--- config.mk ---
export PLATFORM = sky130hd
export DESIGN_NAME = ddr_rx_ctrl
export DESIGN_NICKNAME = d
export VERILOG_FILES = /design/src/rtl/ddr_rx_pkg.sv /design/src/rtl/ddr_rx_watchdog.sv /design/src/rtl/ddr_rx_ctrl.sv
export SDC_FILE = /design/constraint.sdc
export NUM_CORES = 1
export LEC_CHECK = 0
export ABC_AREA = 1
export BUFFER_PORTS_ARGS = -buffer_cell sky130_fd_sc_hd__buf_2
export CORE_UTILIZATION = 57
export CTS_CLUSTER_SIZE = 40
export DETAILED_ROUTE_END_ITERATION = 8
export MAX_ROUTING_LAYER = met4
export PLACE_DENSITY = 0.83
export SLEW_MARGIN = 20
export SYNTH_ARGS = -nofsm -noshare
export SYNTH_HDL_FRONTEND = slang
export SYNTH_SLANG_ARGS = --single-unit
--- constraint.sdc ---
create_clock -name i_sys_clk -period 5.3 [get_ports i_sys_clk]
set_input_delay 1.59 -clock i_sys_clk [delete_from_list [all_inputs] [get_ports i_sys_clk]]
set_output_delay 1.59 -clock i_sys_clk [all_outputs]
set_load 0.01 [all_outputs]
--- src/rtl/ddr_rx_pkg.sv ---
// Shared constants for the HDR-DDR RX read sequencer: RX mode codes,
// sequencer states and completion status codes.
package ddr_rx_pkg;

  localparam int unsigned MODE_W   = 4;
  localparam int unsigned STATE_W  = 3;
  localparam int unsigned STATUS_W = 3;

  // RX deserializer mode codes
  localparam logic [MODE_W-1:0] RX_MODE_PREAMBLE  = 4'b0000;
  localparam logic [MODE_W-1:0] RX_MODE_DESER     = 4'b0011;
  localparam logic [MODE_W-1:0] RX_MODE_PARITY    = 4'b0110;
  localparam logic [MODE_W-1:0] RX_MODE_CRC_TOKEN = 4'b0111;
  localparam logic [MODE_W-1:0] RX_MODE_CRC_VALUE = 4'b1000;

  // Sequencer states
  localparam logic [STATE_W-1:0] ST_IDLE    = 3'd0;
  localparam logic [STATE_W-1:0] ST_ACK     = 3'd1;
  localparam logic [STATE_W-1:0] ST_PRE     = 3'd2;
  localparam logic [STATE_W-1:0] ST_BYTE_HI = 3'd3;
  localparam logic [STATE_W-1:0] ST_BYTE_LO = 3'd4;
  localparam logic [STATE_W-1:0] ST_PAR     = 3'd5;
  localparam logic [STATE_W-1:0] ST_CRC_TOK = 3'd6;
  localparam logic [STATE_W-1:0] ST_CRC_VAL = 3'd7;

  // Completion status codes
  localparam logic [STATUS_W-1:0] STAT_OK      = 3'd0;
  localparam logic [STATUS_W-1:0] STAT_NACK    = 3'd1;
  localparam logic [STATUS_W-1:0] STAT_PAR_ERR = 3'd2;
  localparam logic [STATUS_W-1:0] STAT_CRC_ERR = 3'd3;
  localparam logic [STATUS_W-1:0] STAT_OVERRUN = 3'd4;
  localparam logic [STATUS_W-1:0] STAT_TIMEOUT = 3'd5;
  localparam logic [STATUS_W-1:0] STAT_ABORT   = 3'd6;

  // RX mode presented while the sequencer sits in a given state
  function automatic logic [MODE_W-1:0] rx_mode_of(input logic [STATE_W-1:0] st);
    case (st)
      ST_BYTE_HI, ST_BYTE_LO: rx_mode_of = RX_MODE_DESER;
      ST_PAR:                 rx_mode_of = RX_MODE_PARITY;
      ST_CRC_TOK:             rx_mode_of = RX_MODE_CRC_TOKEN;
      ST_CRC_VAL:             rx_mode_of = RX_MODE_CRC_VALUE;
      default:                rx_mode_of = RX_MODE_PREAMBLE;
    endcase
  endfunction

endpackage

--- src/rtl/ddr_rx_watchdog.sv ---
// Per-mode timeout counter: clears on every state change, counts while busy,
// and flags expiry once TIMEOUT_CYC-1 cycles have elapsed in one state.
module ddr_rx_watchdog #(
  parameter int unsigned TIMEOUT_CYC = 1024
) (
  input  logic clk,
  input  logic rst_n,
  input  logic clear,
  input  logic run,
  output logic expire_c
);

  localparam int unsigned CNT_W = (TIMEOUT_CYC > 2) ? $clog2(TIMEOUT_CYC) : 1;

  logic [CNT_W-1:0] cnt_q;

  // Cycle counter; saturates at the expiry value
  always_ff @(posedge clk) begin
    if (!rst_n)                cnt_q <= '0;
    else if (clear)            cnt_q <= '0;
    else if (run && !expire_c) cnt_q <= cnt_q + CNT_W'(1);
  end

  assign expire_c = run && (cnt_q == CNT_W'(TIMEOUT_CYC - 1));

endmodule

--- src/rtl/ddr_rx_ctrl.sv ---
// HDR-DDR RX read sequencer: walks the RX block through
// ACK -> {preamble, byte, byte, parity}* -> CRC token -> CRC value,
// assembles 16-bit words and reports a completion status.
// Optional per-mode timeout enabled by defining RX_TIMEOUT_EN.
module ddr_rx_ctrl
  import ddr_rx_pkg::*;
#(
  parameter int unsigned TIMEOUT_CYC = 1024
) (
  input  logic                i_sys_clk,
  input  logic                i_sys_rst,
  input  logic                i_start,
  input  logic                i_abort,
  input  logic [7:0]          i_max_words,
  input  logic                i_rx_mode_done,
  input  logic                i_rx_pre,
  input  logic                i_rx_error,
  input  logic [7:0]          i_rx_data,
  output logic                o_ddrccc_rx_en,
  output logic [MODE_W-1:0]   o_ddrccc_rx_mode,
  output logic [15:0]         o_word,
  output logic                o_word_valid,
  output logic [7:0]          o_word_cnt,
  output logic                o_busy,
  output logic                o_done,
  output logic [STATUS_W-1:0] o_status
);

  logic [STATE_W-1:0]  state_q, state_d;
  logic                guard_q, guard_d;
  logic [7:0]          max_q, max_d;
  logic [7:0]          hi_q, hi_d;
  logic [7:0]          lo_q, lo_d;
  logic [15:0]         word_d;
  logic                word_valid_d;
  logic [7:0]          cnt_d;
  logic                done_d;
  logic [STATUS_W-1:0] status_d;
  logic                rx_en_d;
  logic [MODE_W-1:0]   mode_d;
  logic                busy_d;
  logic                accept_c;
  logic                finish_c;
  logic [STATUS_W-1:0] fin_code_c;
  logic                timeout_c;

`ifdef RX_TIMEOUT_EN
  logic state_chg_c;
  assign state_chg_c = (state_d != state_q);

  ddr_rx_watchdog #(.TIMEOUT_CYC(TIMEOUT_CYC)) u_watchdog (
    .clk      (i_sys_clk),
    .rst_n    (i_sys_rst),
    .clear    (state_chg_c),
    .run      (o_busy),
    .expire_c (timeout_c)
  );
`else
  logic unused_timeout;
  assign unused_timeout = ^TIMEOUT_CYC;
  assign timeout_c      = 1'b0;
`endif

  // A mode_done in the first cycle of a new mode is a leftover and is dropped
  assign accept_c = i_rx_mode_done && !guard_q;

  // Next-state and next-output logic
  always_comb begin
    state_d      = state_q;
    max_d        = max_q;
    hi_d         = hi_q;
    lo_d         = lo_q;
    word_d       = o_word;
    word_valid_d = 1'b0;
    cnt_d        = o_word_cnt;
    done_d       = 1'b0;
    status_d     = o_status;
    finish_c     = 1'b0;
    fin_code_c   = STAT_OK;

    if (state_q == ST_IDLE) begin
      if (i_start) begin
        state_d  = ST_ACK;
        max_d    = i_max_words;
        cnt_d    = 8'd0;
        status_d = STAT_OK;
      end
    end else if (i_abort) begin
      finish_c   = 1'b1;
      fin_code_c = STAT_ABORT;
    end else if (accept_c) begin
      case (state_q)
        ST_ACK: begin
          if (i_rx_pre) begin
            finish_c   = 1'b1;
            fin_code_c = STAT_NACK;
          end else begin
            state_d = ST_PRE;
          end
        end
        ST_PRE: begin
          if (!i_rx_pre) begin
            state_d = ST_CRC_TOK;
          end else if ((max_q != 8'd0) && (o_word_cnt == max_q)) begin
            finish_c   = 1'b1;
            fin_code_c = STAT_OVERRUN;
          end else begin
            state_d = ST_BYTE_HI;
          end
        end
        ST_BYTE_HI: begin
          hi_d    = i_rx_data;
          state_d = ST_BYTE_LO;
        end
        ST_BYTE_LO: begin
          lo_d    = i_rx_data;
          state_d = ST_PAR;
        end
        ST_PAR: begin
          if (i_rx_error) begin
            finish_c   = 1'b1;
            fin_code_c = STAT_PAR_ERR;
          end else begin
            word_d       = {hi_q, lo_q};
            word_valid_d = 1'b1;
            cnt_d        = o_word_cnt + 8'd1;
            state_d      = ST_PRE;
          end
        end
        ST_CRC_TOK: state_d = ST_CRC_VAL;
        ST_CRC_VAL: begin
          finish_c   = 1'b1;
          fin_code_c = i_rx_error ? STAT_CRC_ERR : STAT_OK;
        end
        default: state_d = ST_IDLE;
      endcase
    end else if (timeout_c) begin
      finish_c   = 1'b1;
      fin_code_c = STAT_TIMEOUT;
    end

    if (finish_c) begin
      state_d  = ST_IDLE;
      done_d   = 1'b1;
      status_d = fin_code_c;
    end

    guard_d = (state_d != state_q);
    rx_en_d = (state_d != ST_IDLE);
    busy_d  = (state_d != ST_IDLE);
    mode_d  = rx_mode_of(state_d);
  end

  // State and registered outputs
  always_ff @(posedge i_sys_clk) begin
    if (!i_sys_rst) begin
      state_q          <= ST_IDLE;
      guard_q          <= 1'b0;
      max_q            <= 8'd0;
      hi_q             <= 8'd0;
      lo_q             <= 8'd0;
      o_word           <= 16'd0;
      o_word_valid     <= 1'b0;
      o_word_cnt       <= 8'd0;
      o_done           <= 1'b0;
      o_status         <= STAT_OK;
      o_ddrccc_rx_en   <= 1'b0;
      o_ddrccc_rx_mode <= RX_MODE_PREAMBLE;
      o_busy           <= 1'b0;
    end else begin
      state_q          <= state_d;
      guard_q          <= guard_d;
      max_q            <= max_d;
      hi_q             <= hi_d;
      lo_q             <= lo_d;
      o_word           <= word_d;
      o_word_valid     <= word_valid_d;
      o_word_cnt       <= cnt_d;
      o_done           <= done_d;
      o_status         <= status_d;
      o_ddrccc_rx_en   <= rx_en_d;
      o_ddrccc_rx_mode <= mode_d;
      o_busy           <= busy_d;
    end
  end

endmodule
==> flow_metrics.py, run 1 <==
metrics = {
    "logic_synthesis": {
        "synth_warnings": 0,
        "ys_ff_latch": 62,
        "ys_types": 36,
        "synth_nets": 385,
        "syn_area_per_cell_um2": 7.33,
        "syn_area_um2": 2650,
        "ys_seq_area_share_pct": 46.9,
        "synth_cells": 361,
    },
    "cts": {
        "clk_latency_ns": 0.34,
        "cts_tree": "yes",
        "post-cts-setup-buffers": 0,
        "cts_resized": 0,
        "htree_levels": 3,
        "cts_buffers": 9,
        "clkTransAtPathRegs_ns": 0.07,
        "clkSinkCount": 62,
        "holdBufCountCts": 0,
        "root_buffer": "clkbuf_8",
        "cts.path.max_buffers": 2,
    },
    "place": {
        "place_congestion": 0.878,
        "io_buffers": 57,
        "dpl-instance-area_um2": 2950,
        "dp_hpwl_um": 4030,
        "dp_slack_ns": 1.21,
        "place_inst": 459,
    },
    "critical_path": {
        "worstPathArrival_ns": 3.65,
        "end_kind": "flop",
        "critPathKind": "in -> reg",
        "required_ns": 5.58,
        "reg2reg_slack_ns": 2.91,
        "reg2reg_depth": 6,
        "startpoint": "i_rx_mode_done",
        "r2r_start": "state_q[1]",
        "path_max_fanout": 20,
        "worstSetupStartpointType": "primary input",
        "r2r-end": "o_word_cnt[1]",
        "endpoint": "o_word_cnt[1]",
    },
    "global_route": {
        "grt_pass1_vias": 2330,
        "grt_max_degree": 49,
        "antenna_found_initial": 0,
        "track_usage_pct": 27.7,
        "gr-total-overflow": 0,
        "grt_pass1_wl_um": 10400,
    },
    "sta": {
        "layout_setup_ws_ns": 1.93,
        "setup_tns_ns": 0,
        "fmax_mhz": 297,
        "slew_violations": 0,
        "setup_viol_count_final": 0,
        "period_needed_ns": 3.37,
        "tightest_slew_ns": 0.701,
        "rsz0062_at_grt": "false",
        "fin_crit_sh_pct": 63.5,
        "finalClockSkew_ns": 0.00703,
        "hold_viol_final": 0,
        "maxSlewHeadroom_pct": 53.3,
    },
    "detailed_routing": {
        "wire_per_inst_um": 12.4,
        "vias": 2587,
        "wl_um": 5880,
        "remaining_drc_errors": 0,
        "avgViaCountPerCell": 5.45,
        "drt_iter0_markers": 215,
        "ant_nets": 0,
        "first_pass_iters": 6,
    },
    "floorplan": {
        "rows": 24,
        "io_pins": 58,
        "initial_core_util_pct": 59.9,
        "fp.dieH_um": 70.1,
        "core_um2": 4410,
        "die_w_um": 70.1,
        "die_area_um2": 4920,
    },
    "pwr": {
        "ir_drop_mv": 0.189,
        "leakage_uw": 0.00158,
        "power_uw": 1090,
        "power_density_nw_per_um2": 345,
    },
    "outcome": {
        "status": "complete, no violations",
    },
    "min_path": {
        "min_path_type": "reg -> reg",
    },
    "cells_and_area": {
        "fin_cells": 475,
        "fillCellCount": 366,
        "nNetsFinal": 442,
        "diodes": 0,
        "drive_gt1_share_pct": 22.5,
        "area_growth_pct": 19.5,
        "fin_area_um2": 3160,
    },
    "run": {
        "drv_cap": 0,
    },
}
==> synthesized netlist by cell type, drive strengths merged <==
master | count | area [um2]
nor2 | 103 | 404
nor3b | 4 | 35.0
o211a | 1 | 10.0
o211ai | 1 | 7.51
nand2 | 53 | 236
nor3 | 8 | 45.0
xnor2 | 3 | 26.3
o2111a | 1 | 11.3
nand4 | 4 | 25.0
nand3 | 10 | 62.6
a21oi | 12 | 60.1
dfxtp | 62 | 1240
a31oi | 1 | 6.26
clkbuf | 8 | 31.3
ha | 1 | 12.5
o21ai | 46 | 234
and3 | 1 | 6.26
o32a | 1 | 10.0
inv | 33 | 124
o21a | 1 | 7.51
nor4 | 2 | 12.5
buf | 3 | 23.8
a32o | 1 | 10.0
clkinv | 1 | 3.75
==> critical path: stages <==
cell	delay [ns]
buf_2	0.08
inv_1	0.04
nor2_1	0.16
nand2_1	0.18
nor3_4	0.57
clkinv_1	0.61
nor2_1	0.26
a32o_1	0.15
==> worst min path at each step <==
stage,to,cells past startpoint,startpoint
floorplan,o_word[10],2,hi_q[2]
global placement,o_status[0],2,o_status[0]
detailed placement,o_status[0],2,o_status[0]
CTS,o_status[0],2,o_status[0]
global route,o_word[11],2,hi_q[3]
finish,o_status[0],2,o_status[0]
==> per-stage QoR <==
stage / hold slack [ns] / utilization [%]
3_5_place_dp: 0.453 / 66.8
5_1_grt: 0.509 / 71.6
6_report: 0.465 / 71.6
4_1_cts: 0.463 / 71.5
3_3_place_gp: 0.450 / 66.8
2_1_floorplan: 0.450 / -
==> placed cells by master, fill, tap and decap left out, drive strengths merged <==
master,count
a21oi,12
a31oi,1
a32o,1
and3,1
buf,57
bufinv,1
clkbuf,11
clkinv,2
clkinvlp,3
dfxtp,62
ha,1
inv,33
nand2,53
nand3,10
nand4,4
nor2,103
nor3,8
nor3b,4
nor4,2
o2111a,1
o211a,1
o211ai,1
o21a,1
o21ai,46
o32a,1
xnor2,3
==> cell families (layout without fill, tap and decap cells) <==
| kind of cell | Yosys count | after routing | share of synthesized area [%] |
|---|---|---|---|
| AOI/OAI and AO/OA | 65 | 65 | 13.5 |
| and+or+nand+nor | 185 | 185 | 31.3 |
| xor gates and xnor gates | 3 | 3 | 0.993 |
| DFF | 62 | 62 | 46.9 |
| buffers and inverters | 45 | 107 | 6.90 |
| adders and majority gates | 1 | 1 | 0.473 |
==> layout make-up <==
class	count	area, um2	share of cell area, %
flip-flops and latches	62	1240	39.3
multi-input cells	254	1230	39.0
repair buffers	57	285	9.02
clock buffers	11	151	4.79
inverters	34	128	4.04
well taps	52	65.1	2.06
clock inverters	5	57.6	1.82
==> power by group <==
part | internal (uW) | leakage, uW | total [uW] | switching [uW]
Clock | 242 | 0.0000976 | 429 | 187
Combinational | 53.8 | 0.000983 | 161 | 107
Sequential | 486 | 0.000502 | 502 | 15.7
==> state kept, by name (all words and copies together), names as in the netlist <==
signal            count
guard_q               1
hi_q                  8
lo_q                  8
max_q                 8
o_busy                1
o_ddrccc_rx_mode      4
o_done                1
o_status              3
o_word               16
o_word_cnt            8
o_word_valid          1
state_q               3
==> per-layer routing <==
layer | global-route usage [%] | vias to the layer above | part of all wire (%)
met5 | - | - | 0
met4 | 15.1 | 0 | 2.4
met3 | 5.05 | 14 | 5.8
met2 | 41.5 | 103 | 46
met1 | 35.6 | 1189 | 46
li1 | - | 1281 | -
(Power assumes the default switching activity.)
==> inputs of run 2 (changes only) <==
ABC_AREA = 0   (was 1)
CORE_UTILIZATION = 48   (was 57)
PLACE_DENSITY = 0.75   (was 0.83)
clock period = 3 ns   (was 5.3 ns; I/O delays follow)
==> flow_metrics.py, run 2 <==
metrics = {
    "critical_path": {
        "worstPathArrival_ns": 2.54,
        "startpoint": "i_abort",
        "worstSetupStartpointType": "primary input",
        "critPathKind": "in -> reg",
        "path_max_fanout": 8,
        "end_kind": "flop",
        "required_ns": 3.23,
        "r2r_start": "state_q[2]",
    },
    "sta": {
        "finalClockSkew_ns": 0.00880,
        "hold_viol_final": 0,
        "period_needed_ns": 2.31,
        "setup_viol_count_final": 0,
        "slew_violations": 0,
        "setup_tns_ns": 0,
        "maxSlewHeadroom_pct": 66.9,
        "tightest_slew_ns": 0.497,
        "fin_crit_sh_pct": 77.0,
        "fmax_mhz": 433,
        "rsz0062_at_grt": "false",
    },
    "global_route": {
        "grt_max_degree": 33,
        "track_usage_pct": 23.3,
        "gr-total-overflow": 0,
        "grt_pass1_wl_um": 10600,
        "antenna_found_initial": 0,
        "grt_pass1_vias": 2255,
    },
    "detailed_routing": {
        "first_pass_iters": 5,
        "vias": 2400,
        "remaining_drc_errors": 0,
        "ant_nets": 0,
        "wire_per_inst_um": 13.7,
        "avgViaCountPerCell": 5.30,
        "drt_iter0_markers": 135,
        "wl_um": 6200,
    },
    "floorplan": {
        "io_pins": 58,
        "die_w_um": 76.9,
        "core_um2": 5240,
        "rows": 26,
        "initial_core_util_pct": 51.4,
        "die_area_um2": 5910,
        "fp.dieH_um": 76.9,
    },
    "place": {
        "io_buffers": 57,
        "place_congestion": 0.879,
        "dp_hpwl_um": 4290,
        "place_inst": 437,
    },
    "logic_synthesis": {
        "synth_edf_count": 0,
        "syn_area_per_cell_um2": 8.38,
        "synthMostInstantiatedCell": "nand2_1",
        "synth.top_cell.area_share_pct": 46.1,
        "ys_types": 51,
        "synth_warnings": 0,
        "ys_seq_area_share_pct": 46.1,
        "async_flop_share_pct": 0,
        "yosys.area.top_type": "dfxtp_1",
        "synth.area.top_cells": "dfxtp_1, nand2_1, a21oi_1, nor2_1, mux2i_1",
        "ys.flop_type": "dfxtp_1",
        "synth_nets": 345,
        "syn_area_um2": 2690,
        "yosys-top-cells-count": "nand2_1, dfxtp_1, a21oi_1, nor2_1, nand3_1",
        "synth_cells": 321,
        "ys_ff_latch": 62,
    },
    "cells_and_area": {
        "most-common-layout-cells": "nand2_1, dfxtp_1, buf_2, a21oi_1, nor2_1",
        "nNetsFinal": 402,
        "largest_register_ffs": 16,
        "final_common_cell": "nand2_1",
        "max_flop_register": "o_word",
        "fin_cells": 453,
        "drive_gt1_share_pct": 23.5,
        "area_growth_pct": 20.8,
        "diodes": 0,
        "fillCellCount": 463,
    },
    "outcome": {
        "status": "complete, no violations",
    },
    "pwr": {
        "power_density_nw_per_um2": 560,
        "seq_power_share_pct": 46.8,
        "leakage_uw": 0.00139,
        "p_int_uw": 1390,
        "ir_drop_mv": 0.354,
        "swShare_pct": 23.4,
        "power.switching_uw": 426,
        "power_frac_comb_pct": 8.8,
        "clkPwrFrac_pct": 44.4,
    },
    "cts": {
        "root_buffer": "clkbuf_8",
        "htree_levels": 3,
        "holdBufCountCts": 0,
        "cts_buffers": 9,
        "cts_resized": 0,
        "clkSinkCount": 62,
        "clk_latency_ns": 0.35,
        "post-cts-setup-buffers": 0,
        "clkTransAtPathRegs_ns": 0.07,
        "cts_tree": "yes",
        "cts.path.max_buffers": 2,
    },
    "run": {
        "drv_cap": 0,
    },
    "min_path": {
        "min_from": "hi_q[4]",
        "min_path_type": "reg -> reg",
    },
}
-- run 2: changes by cell type in the layout (fill, tap and decap cells not counted), sizes merged, moves of 7 or more --
cell   before  now
nor2      103   27
mux2i       0    8
a21oi      12   39
buf        57   65
inv        33    3
nor3        8    1
nand2      53   69
o21ai      46   11
-- run 2: worst max-delay path, cell delays in order --
cell and delay, ns:
buf_2 0.13, or3b_1 0.47, or4b_1 0.74, mux2i_1 0.24
nor2_1 0.05
-- run 2: logic make-up after synthesis --
kind of cell    Yosys count  synth area share (%)
simple gates            143                  25.5
xor+xnor                 13                  4.23
compound gates           70                  16.4
buf+inv                  23                  3.91
flops                    62                  46.1
mux                       9                  3.40
fa+ha+maj                 1                 0.465
-- run 2: path summary, 6_finish.rpt --
check / endpoint / cells after the start / slack, ns
setup / recovery: lo_q[0] / 5 / 0.69
hold / removal: o_word[12] / 2 / 0.45
setup reg to reg: o_status[2] / 6 / 0.85
hold reg to reg: o_word[12] / 2 / 0.45
-- run 2: area by class of cell --
class	instances	area (um2)	share of cell area [%]
multi-input combinational	236	1340	41.4
sequential	62	1240	38.2
timing repair buffer	65	345	10.6
clock buffer	13	149	4.58
tap	70	87.6	2.70
clock inverter	3	67.6	2.08
inverter	4	15.0	0.462
-- run 2: power by group through the flow --
stage	combinational, uW	sequential [uW]	clock [uW]
2_1_floorplan	112	866	0
3_3_place_gp	155	870	0
3_5_place_dp	157	870	0
4_1_cts	158	852	817
5_1_grt	175	854	856
6_report	160	852	807
-- run 2: per-layer routing --
metal	vias to the layer above	track usage, %	share of wire, %
li1	1218	-	-
met1	1103	29.9	47
met2	70	34.6	45
met3	9	5.95	6.2
met4	0	9.81	1.5
met5	-	-	0
-- run 2: through the flow --
step | total power, uW | instance area, um2 | hold WS [ns] | util (%) | worst slack (ns)
6_report | 1820 | 3250 | 0.450 | 62.0 | 0.689
5_1_grt | 1880 | 3250 | 0.468 | 62.0 | 0.538
4_1_cts | 1830 | 3250 | 0.452 | 62.0 | 0.703
3_3_place_gp | 1020 | 3030 | 0.444 | 57.9 | 0.388
3_5_place_dp | 1030 | 3030 | 0.443 | 57.9 | 0.348
2_1_floorplan | 978 | 2690 | 0.432 | - | 0.713
==> inputs of run 3 (changes only) <==
CORE_UTILIZATION = 54   (was 48)
PLACE_DENSITY = 0.79   (was 0.75)
clock period = 2.2 ns   (was 3 ns; I/O delays follow)
==> flow_metrics.py, run 3 (synthesis results as in run 2) <==
metrics = {
    "outcome": {
        "status": "complete, no violations",
    },
    "detailed_routing": {
        "avgViaCountPerCell": 5.39,
        "drt_iter0_markers": 183,
        "wl_um": 6240,
        "wire_per_inst_um": 13.5,
        "remaining_drc_errors": 0,
        "ant_nets": 0,
        "vias": 2490,
        "first_pass_iters": 4,
    },
    "sta": {
        "finalClockSkew_ns": 0.00873,
        "rsz0062_at_grt": "false",
        "tightest_slew_ns": 0.477,
        "period_needed_ns": 2.01,
        "slew_violations": 0,
        "setup_viol_count_final": 0,
        "hold_viol_final": 0,
        "fin_crit_sh_pct": 91.3,
        "setup_tns_ns": 0,
        "fmax_mhz": 498,
        "maxSlewHeadroom_pct": 67.4,
    },
    "floorplan": {
        "io_pins": 58,
        "core_um2": 4750,
        "fp.dieH_um": 72.6,
        "die_area_um2": 5270,
        "die_w_um": 72.6,
        "initial_core_util_pct": 56.6,
        "rows": 25,
    },
    "cells_and_area": {
        "max_flop_register": "o_word",
        "drive_gt1_share_pct": 26.6,
        "final_common_cell": "nand2_1",
        "fin_area_um2": 3340,
        "area_growth_pct": 24.2,
        "largest_register_ffs": 16,
        "nNetsFinal": 414,
        "diodes": 0,
        "fillCellCount": 412,
        "most-common-layout-cells": "nand2_1, dfxtp_1, buf_2, a21oi_1, nor2_1",
    },
    "place": {
        "place_congestion": 0.957,
        "io_buffers": 57,
        "dpl-instance-area_um2": 3120,
        "dp_hpwl_um": 4440,
    },
    "cts": {
        "clkSinkCount": 62,
        "clkTransAtPathRegs_ns": 0.07,
        "cts_resized": 0,
        "post-cts-setup-buffers": 0,
        "cts.path.max_buffers": 2,
        "cts_tree": "yes",
        "holdBufCountCts": 0,
        "clk_latency_ns": 0.34,
        "cts_buffers": 9,
        "htree_levels": 3,
        "root_buffer": "clkbuf_8",
    },
    "critical_path": {
        "end_kind": "flop",
        "worstSetupStartpointType": "flop",
        "required_ns": 2.47,
        "critPathKind": "reg -> reg",
        "worstPathArrival_ns": 2.28,
        "path_max_fanout": 3,
    },
    "pwr": {
        "power_density_nw_per_um2": 750,
        "leakage_uw": 0.00146,
        "ir_drop_mv": 0.423,
    },
    "global_route": {
        "grt_max_degree": 25,
        "gr-total-overflow": 0,
        "grt_pass1_wl_um": 10400,
        "antenna_found_initial": 0,
        "grt_pass1_vias": 2217,
        "track_usage_pct": 26.4,
    },
    "min_path": {
        "min_path_type": "reg -> reg",
    },
    "run": {
        "drv_cap": 0,
    },
}
run 3: power breakdown:
| group | internal [uW] | switching, uW |
|---|---|---|
| combinational | 95.1 | 133 |
| sequential | 1140 | 20.4 |
| clock | 667 | 449 |
run 3: cell type report:
cell class                      instances  area [um2]  share of cell area (%)
Multi-Input combinational cell        236        1340                    40.2
Sequential cell                        62        1240                    37.2
Tap cell                               67        83.8                    2.51
Inverter                                4        15.0                   0.449
Clock buffer                           10         138                    4.12
Timing Repair Buffer                   77         435                    13.0
Clock inverter                          6        83.8                    2.51
run 3: worst paths after layout:
check              from         end  slack (ns)  cells after the start
max reg2reg    max_q[7]     guard_q        0.19                      6
min          o_word[10]  o_word[10]        0.45                      2
max            max_q[7]     guard_q        0.19                      6
min reg2reg  o_word[10]  o_word[10]        0.45                      2
run 3: critical path, stage by stage, from the launching register on:
cell and delay [ns]:
dfxtp_1 0.34, or4_1 0.58, nor2_1 0.14, o311ai_1 0.18, a2111oi_0 0.51, nor4_1 0.10
nor2_1 0.11
run 3: per-stage QoR:
stage	hold slack [ns]	cells	setup slack, ns	total power, uW	util (%)
finish	0.451	462	0.192	2510	70.3
detailed placement	0.443	446	0.0107	1410	65.6
CTS	0.453	462	0.184	2510	70.3
global route	0.468	462	0.0695	2600	70.3
floorplan	0.432	321	0.153	1330	-
global placement	0.443	446	0.0615	1410	65.6
run 3: layer usage:
| metal | global-route usage, % | part of all wire, % | vias up |
|---|---|---|---|
| met3 | 6.63 | 5.3 | 15 |
| met2 | 39.4 | 48 | 75 |
| met1 | 34.1 | 44 | 1155 |
| li1 | - | - | 1245 |
| met4 | 11.1 | 2.0 | 0 |
| met5 | - | 0 | - |
